$ cat config.mk
export PLATFORM = sky130hd
export DESIGN_NAME = issue_scoreboard
export DESIGN_NICKNAME = d
export VERILOG_FILES = /design/src/rtl/issue_scoreboard.sv
export SDC_FILE = /design/constraint.sdc
export NUM_CORES = 1
export LEC_CHECK = 0
export CORE_MARGIN = 3
export CORE_UTILIZATION = 45
export CTS_BUF_LIST = sky130_fd_sc_hd__clkbuf_16
export CTS_CLUSTER_DIAMETER = 100
export DETAILED_ROUTE_END_ITERATION = 8
export PLACE_DENSITY = 0.75
export SYNTH_ARGS = -nofsm -noshare
export SYNTH_HDL_FRONTEND = slang
export SYNTH_SLANG_ARGS = --single-unit
export TNS_END_PERCENT = 50
$ cat constraint.sdc
create_clock -name clk -period 7.93 [get_ports clk]
set_clock_uncertainty 0.15 [all_clocks]
set_input_delay 0.793 -clock clk [delete_from_list [all_inputs] [get_ports clk]]
set_output_delay 0.793 -clock clk [all_outputs]
set_load 0.03 [all_outputs]
$ cat src/rtl/issue_scoreboard.sv
// Single-entry issue stage guarded by a 32-register busy scoreboard.
// Stalls decode on RAW/WAW hazards; writebacks release registers in the same cycle.
module issue_scoreboard #(
  parameter int NUM_WB = 2,
  parameter int CNT_W  = 16
) (
  input  logic                clk,
  input  logic                reset,
  input  logic                dec_valid,
  output logic                dec_ready,
  input  logic [4:0]          dec_rs1,
  input  logic [4:0]          dec_rs2,
  input  logic [4:0]          dec_rd,
  input  logic [31:0]         dec_imm,
  input  logic                dec_use_rs1,
  input  logic                dec_use_rs2,
  input  logic                dec_wr_rd,
  output logic                iss_valid,
  input  logic                iss_ready,
  output logic [4:0]          iss_rs1,
  output logic [4:0]          iss_rs2,
  output logic [4:0]          iss_rd,
  output logic [31:0]         iss_imm,
  output logic                iss_wr_rd,
  input  logic [NUM_WB-1:0]   wb_valid,
  input  logic [5*NUM_WB-1:0] wb_rd,
  input  logic                flush,
  output logic [31:0]         busy_regs,
  output logic [CNT_W-1:0]    stall_count
);

  logic [31:0] wb_clr;
  logic [31:0] busy_eff;
  logic [31:0] busy_next;
  logic        hazard;
  logic        accept;

  // NOTE: every always_comb output gets a default first so no path leaves it unassigned (no latch).
  always_comb begin
    wb_clr = '0;
    for (int k = 0; k < NUM_WB; k++) begin
      if (wb_valid[k] && (wb_rd[5*k +: 5] != 5'd0))
        wb_clr[wb_rd[5*k +: 5]] = 1'b1;
    end
  end

  assign busy_eff = busy_regs & ~wb_clr;

  always_comb begin
    hazard = 1'b0;
    if (dec_use_rs1 && (dec_rs1 != 5'd0) && busy_eff[dec_rs1]) hazard = 1'b1;
    if (dec_use_rs2 && (dec_rs2 != 5'd0) && busy_eff[dec_rs2]) hazard = 1'b1;
    // WAW check keeps at most one outstanding writer per register.
    if (dec_wr_rd && (dec_rd != 5'd0) && busy_eff[dec_rd])     hazard = 1'b1;
  end

  assign dec_ready = !flush && !hazard && (!iss_valid || iss_ready);
  assign accept    = dec_valid && dec_ready;

  // Release first, then squash the flushed entry's claim, then the new claim wins.
  always_comb begin
    busy_next = busy_eff;
    if (flush && iss_valid && iss_wr_rd && (iss_rd != 5'd0))
      busy_next[iss_rd] = 1'b0;
    if (accept && dec_wr_rd && (dec_rd != 5'd0))
      busy_next[dec_rd] = 1'b1;
    busy_next[0] = 1'b0;
  end

  // NOTE: sequential state uses non-blocking assignments so all registers update from pre-edge values.
  always_ff @(posedge clk or posedge reset) begin
    if (reset) begin
      busy_regs <= '0;
    end else begin
      busy_regs <= busy_next;
    end
  end

  always_ff @(posedge clk or posedge reset) begin
    if (reset) begin
      iss_valid <= 1'b0;
      iss_rs1   <= '0;
      iss_rs2   <= '0;
      iss_rd    <= '0;
      iss_imm   <= '0;
      iss_wr_rd <= 1'b0;
    end else if (flush) begin
      iss_valid <= 1'b0;
    end else if (accept) begin
      iss_valid <= 1'b1;
      iss_rs1   <= dec_rs1;
      iss_rs2   <= dec_rs2;
      iss_rd    <= dec_rd;
      iss_imm   <= dec_imm;
      iss_wr_rd <= dec_wr_rd;
    end else if (iss_ready) begin
      iss_valid <= 1'b0;
    end
  end

  always_ff @(posedge clk or posedge reset) begin
    if (reset) begin
      stall_count <= '0;
    end else if (dec_valid && hazard && !flush && (stall_count != {CNT_W{1'b1}})) begin
      stall_count <= stall_count + {{(CNT_W-1){1'b0}}, 1'b1};
    end
  end

endmodule

==> results of run 1 <==
[per-layer routing]
metal	wire [um]	GRT usage	vias to the layer above
li1	-	-	2538
met5	0	0	-
met3	2370	0.0954	61
met1	8230	0.374	2778
met4	858	0.155	0
met2	8890	0.417	398
[power by group through the flow]
stage	Sequential (mW)	Clock [mW]	Combinational, mW
6_report	0.677	0.444	0.753
3_3_place_gp	0.679	0	0.742
4_1_cts	0.677	0.452	0.753
5_1_grt	0.693	0.468	0.792
2_1_floorplan	0.881	0	0.210
3_5_place_dp	0.685	0	0.748
[registers in the layout, summed over array words and instances, names as in the netlist]
register	count
iss_wr_rd	1
iss_rs1	5
busy_regs	31
iss_rd	5
iss_rs2	5
iss_imm	32
iss_valid	1
stall_count	16
[worst reg2reg max path: stages, from the launching register on]
cell	delay (ns)
dfrtp_1	0.41
o221ai_1	0.40
a31oi_1	0.28
o311ai_1	0.13
nor3_1	0.31
nand4_1	0.75
nand4_4	0.86
buf_4	0.57
mux2_1	0.39
[logic make-up (layout without fill, tap and decap cells)]
kind of cell / after synthesis / in the layout
AOI/OAI and AO/OA: 165 / 165
xor gates and xnor gates: 12 / 12
adders and majority gates: 1 / 1
buffers and inverters: 46 / 196
DFF: 96 / 96
muxes: 62 / 62
other: 1 / 2
and+or+nand+nor: 185 / 185
[stage by stage]
| step | utilization | area (sq um) | worst slack (ns) | total power, mW |
|---|---|---|---|---|
| 2_1_floorplan | - | 5740 | 3.29 | 1.09 |
| 3_5_place_dp | 0.613 | 7480 | 2.14 | 1.43 |
| 4_1_cts | 0.637 | 7780 | 2.10 | 1.88 |
| 3_3_place_gp | 0.613 | 7480 | 2.22 | 1.42 |
| 5_1_grt | 0.637 | 7780 | 1.65 | 1.95 |
| 6_report | 0.637 | 7780 | 2.07 | 1.87 |
[area by class of cell]
cell class | count | area, sq um | area share
Inverter | 14 | 55.1 | 0.00708
Clock inverter | 7 | 71.3 | 0.00917
Tap cell | 168 | 210 | 0.0270
Sequential cell | 96 | 2400 | 0.309
Clock buffer | 9 | 225 | 0.0290
Multi-Input combinational cell | 426 | 3160 | 0.406
Timing Repair Buffer | 166 | 1650 | 0.213
Antenna cell | 1 | 2.50 | 0.000322
[worst paths after layout]
| kind | start | to | slack [ns] | depth (start not counted) |
|---|---|---|---|---|
| worst max-delay path | wb_valid[0] | dec_ready | 2.07 | 10 |
| worst min-delay path | iss_rs2[3] | iss_rs2[3] | 0.34 | 1 |
| worst max register to register | busy_regs[22] | iss_imm[0] | 3.56 | 8 |
| worst min register to register | iss_rs2[3] | iss_rs2[3] | 0.34 | 1 |
| max in group asynchronous | reset | busy_regs[8] | 5.84 | 3 |
| min in group asynchronous | reset | iss_imm[24] | 0.63 | 2 |
[cell usage in the layout (no fill, tap or decap), drive strengths merged, types with 4 or more instances in the layout]
| master | count |
|---|---|
| clkdlybuf4s50 | 163 |
| dfrtp | 96 |
| mux2 | 49 |
| nor2 | 44 |
| nand2 | 28 |
| o31ai | 28 |
| o221ai | 25 |
| o21ai | 21 |
| nand3 | 19 |
| inv | 17 |
| nand4 | 16 |
| o21bai | 15 |
| mux2i | 12 |
| nand3b | 11 |
| a311oi | 11 |
| xor2 | 10 |
| nand2b | 9 |
| o22ai | 9 |
| o32ai | 9 |
| clkbuf | 9 |
| nor4 | 8 |
| o221a | 7 |
| or3b | 7 |
| nand4b | 6 |
| a2111oi | 6 |
| nor3 | 6 |
| nor2b | 5 |
| or2 | 5 |
| and3 | 5 |
| nand4bb | 4 |
| or3 | 4 |
| and4 | 4 |
| o311ai | 4 |
==> impl_metrics.json, run 1 <==
{
  "max_freq_ghz": 0.171,
  "synth_most_common_cell": "dfrtp_1",
  "synth_edf_count": 0,
  "worstSetupStartpointType": "primary input",
  "slowest_delay_ns": 0.79,
  "netSwitchingPower_uw": 723,
  "slew_headroom": 0.408,
  "synthTopCellsByCount": "dfrtp_1, mux2_1, nor2_1, nand2_1, o31ai_1",
  "synth-async-reset-ratio": 1.00,
  "seqPwrFrac": 0.361,
  "grt_pass1_vias": 5693,
  "setup_tns_ns": 0,
  "synth_xor_area_frac": 0.0183,
  "post_cts_buffers": 0,
  "synth-simple-area-share": 0.182,
  "setup_viol": 0,
  "yosysWarnings": 0,
  "cp-end-kind": "output pin",
  "syn-cell-area_sq_mm": 0.00574,
  "syn_area_per_cell_sq_um": 10.1,
  "holdWs_ns": 0.339,
  "synth_area_leaders": "dfrtp_1, mux2_1, o31ai_1",
  "cts-root-buf": "clkbuf_16",
  "tightest_slew_ns": 0.886,
  "drive_gt1_frac": 0.0585,
  "p_sw_frac": 0.386,
  "synthMuxAreaShare": 0.121,
  "final_hold_viol_count": 0,
  "nets": 781,
  "dr.first_iter.drc_count": 755,
  "cp_max_fo": 17,
  "grt_pass1_wl_um": 31800,
  "worst-path-buf-inv": 2,
  "internal-power_mw": 1.15,
  "syn_nets": 636,
  "initial_core_util": 0.470,
  "clkPwrFrac": 0.237,
  "port_buffers": 163,
  "clk_latency_ns": 0.35,
  "synth_top_cell_by_area": "dfrtp_1",
  "htreeDepth": 3,
  "worstPathArrival_ns": 4.91,
  "core_sq_mm": 0.0122,
  "vias_per_cell": 6.51,
  "worst-setup-path-type": "primary input to output pin",
  "post_drt_wl_per_cell_um": 22.9,
  "dieArea_sq_mm": 0.0141,
  "hpwl_um": 14600,
  "slew_violations": 0,
  "clk_path_buf_depth": 2,
  "drt-pass1-iter-count": 5,
  "ys_ff_latch": 96,
  "slowest_stage": "o221ai_1",
  "antenna_found_initial": 0,
  "power_leakage_nw": 2.98,
  "rows": 40,
  "hold_class": "flop to flop",
  "synth.yosys.seq_area_share": 0.419,
  "ys.flop_type": "dfrtp_1",
  "placed_cells": 870,
  "powerDensity_mw_per_mm2": 241,
  "gp_congestion": 1.04,
  "fin_crit_ns": 5.86,
  "ir_drop_mv": 0.210,
  "die_h_um": 119,
  "clock_sinks": 96,
  "synthAdderAreaFrac": 0.00218,
  "finalCritPeriodShare": 0.738,
  "die_w_um": 119,
  "vias": 5775,
  "synth_top_family_by_area": "compound AO/OA/AOI/OAI gates",
  "syn_inst": 568,
  "grt_usage": 0.285,
  "cts.reportedPaths.clkPinSlew_ns": 0.07,
  "synth_top_cell_area_share": 0.419,
  "areaGrowthSynthToFinish_pct": 35.6,
  "overflow": 0,
  "status": "completed",
  "power_frac_comb": 0.402,
  "drt.antenna.violating_nets": 0,
  "nFillCells": 1049,
  "ctsHoldBuffers": 0,
  "drc": 0,
  "numCtsBuffers": 9,
  "layoutNonFillerInstCount": 887,
  "io_pins": 165,
  "cp.required_ns": 6.99,
  "route.final.wire_length_um": 20300,
  "cap_violations": 0,
  "cp_cell_sequence": "clkdlybuf4s50_1, nand4_1, o221ai_1, a22oi_1, mux2i_1, o311ai_0, nand4_1, nand3_1, nor3_1, clkdlybuf4s50_1",
  "grt_max_degree": 67,
  "rsz0062_at_grt": "no",
  "synth_compound_area_frac": 0.225,
  "cpLargestDelayFamily": "simple AND/OR/NAND/NOR gates",
  "tritoncts": "yes",
  "ctsResizeCount": 0,
  "ys_types": 64
}
No activity file was read; power rests on OpenSTA's default activity.
==> run 2, diff against run 1 <==
Clock period 7.93 ns to 6.1 ns, I/O delays scaled along.
==> impl_metrics.json, run 2 (synthesis results as in run 1) <==
{
  "status": "completed",
  "areaGrowthSynthToFinish_pct": 35.6,
  "top_register": "iss_imm",
  "ir_drop_mv": 0.274,
  "setup_ws_ns": 0.746,
  "r2r_start": "busy_regs[29]",
  "dieArea_sq_mm": 0.0141,
  "core_sq_mm": 0.0122,
  "die_w_um": 119,
  "dp_slack_ns": 0.823,
  "die_h_um": 119,
  "slowest_stage": "clkdlybuf4s50_1",
  "ctsHoldBuffers": 0,
  "rsz0062_at_grt": "no",
  "placed_area_sq_mm": 0.00751,
  "drt-pass1-iter-count": 5,
  "drive_gt1_frac": 0.0583,
  "clk_path_buf_depth": 2,
  "vias_per_cell": 6.51,
  "largest_reg_flops": 32,
  "setup_tns_ns": 0,
  "gp_congestion": 1.00,
  "hold_start": "stall_count[7]",
  "seq_area_sq_mm": 0.00240,
  "slew_violations": 0,
  "grt_pass1_vias": 5798,
  "worst-setup-path-type": "primary input to output pin",
  "layout_common_cells": "clkdlybuf4s50_1, dfrtp_1, mux2_1",
  "slew_headroom": 0.407,
  "htreeDepth": 3,
  "layout_commonest_cell": "clkdlybuf4s50_1",
  "io_pins": 165,
  "antenna_found_initial": 0,
  "finalCritPeriodShare": 0.878,
  "crit_start": "wb_rd[8]",
  "cts-root-buf": "clkbuf_16",
  "worstSetupStartpointType": "primary input",
  "clk_latency_ns": 0.35,
  "grt_max_degree": 68,
  "setup_viol": 0,
  "worstPathArrival_ns": 4.59,
  "nFillCells": 1046,
  "power_leakage_nw": 2.99,
  "drt.antenna.violating_nets": 0,
  "post_cts_buffers": 0,
  "grt_pass1_wl_um": 32700,
  "port_buffers": 163,
  "cp_max_fo": 17,
  "reg_top3": "iss_imm: 32 flops, busy_regs: 31 flops, stall_count: 16 flops",
  "route.final.wire_length_um": 20900,
  "clock_sinks": 96,
  "cap_violations": 0,
  "holdWs_ns": 0.340,
  "nets": 783,
  "hpwl_um": 15200,
  "crit_top_cell": "clkdlybuf4s50_1",
  "initial_core_util": 0.470,
  "fin_area_sq_mm": 0.00778,
  "dr.first_iter.drc_count": 741,
  "cp-end-kind": "output pin",
  "vias": 5783,
  "fin_crit_ns": 5.35,
  "final_hold_viol_count": 0,
  "rows": 40,
  "multiInputGateArea_sq_mm": 0.00316,
  "overflow": 0,
  "cp_cell_sequence": "clkdlybuf4s50_1, or3b_1, o221ai_1, mux4_2, nor2_1, or4b_1, nand3_2, nand3_1, nor3_1, clkdlybuf4s50_1",
  "ctsResizeCount": 0,
  "tritoncts": "yes",
  "drc": 0,
  "cp.required_ns": 5.34,
  "hold_class": "flop to flop",
  "powerDensity_mw_per_mm2": 309,
  "max_freq_ghz": 0.187,
  "post_drt_wl_per_cell_um": 23.5,
  "tightest_slew_ns": 0.889,
  "slowest_delay_ns": 0.71,
  "cts.reportedPaths.clkPinSlew_ns": 0.07,
  "grt_usage": 0.296,
  "numCtsBuffers": 9,
  "n_antenna_cell": 0
}
[run 2: cell count changes in the layout (fill, tap and decap cells not counted), sizes merged]
| cell | previous run | this run |
|---|---|---|
| buf | 3 | 5 |
| bufinv | 1 | 0 |
| diode | 1 | 0 |
| inv | 17 | 18 |
[run 2: final cells by class]
cell class                 instances  area share
clock buffer                       9      0.0289
clock inverter                     7     0.00611
inverter                          14     0.00708
multi-input combinational        426       0.406
sequential                        96       0.309
tap                              168      0.0270
timing repair buffer             168       0.216
[run 2: per-layer routing]
layer,up-vias,global-route usage,wire [um]
met3,69,0.0812,2470
met1,2782,0.394,8460
met4,0,0.168,980
li1,2535,-,-
met2,397,0.433,8950
met5,-,0,0
[run 2: worst max-delay path, delay by kind of cell]
family	cells	cell delay (ns)
and+or+nand+nor	6	1.84
muxes	1	0.35
buffers and inverters	2	1.28
AOI/OAI and AO/OA	1	0.49
[run 2: path summary, 6_finish.rpt]
path	to	slack [ns]	cells after the start
setup / recovery	dec_ready	0.75	10
hold / removal	stall_count[7]	0.34	1
setup reg to reg	iss_imm[29]	2.49	8
hold reg to reg	stall_count[7]	0.34	1
max in group asynchronous	busy_regs[5]	4.19	3
min in group asynchronous	iss_imm[23]	0.54	2
[run 2: metrics by stage]
stage	power (mW)	util	instances
final	2.40	0.637	888
after global placement	1.85	0.615	872
after CTS	2.41	0.637	888
after floorplan	1.42	-	568
after global routing	2.52	0.637	888
after detailed placement	1.87	0.615	872
[run 2: report_power, final]
group	total (mW)	internal, mW	switching [mW]	leakage [nW]
registers	0.882	0.772	0.111	1.21
logic	0.984	0.407	0.578	1.64
clock network	0.534	0.278	0.256	0.138
total	2.40	1.46	0.944	2.99
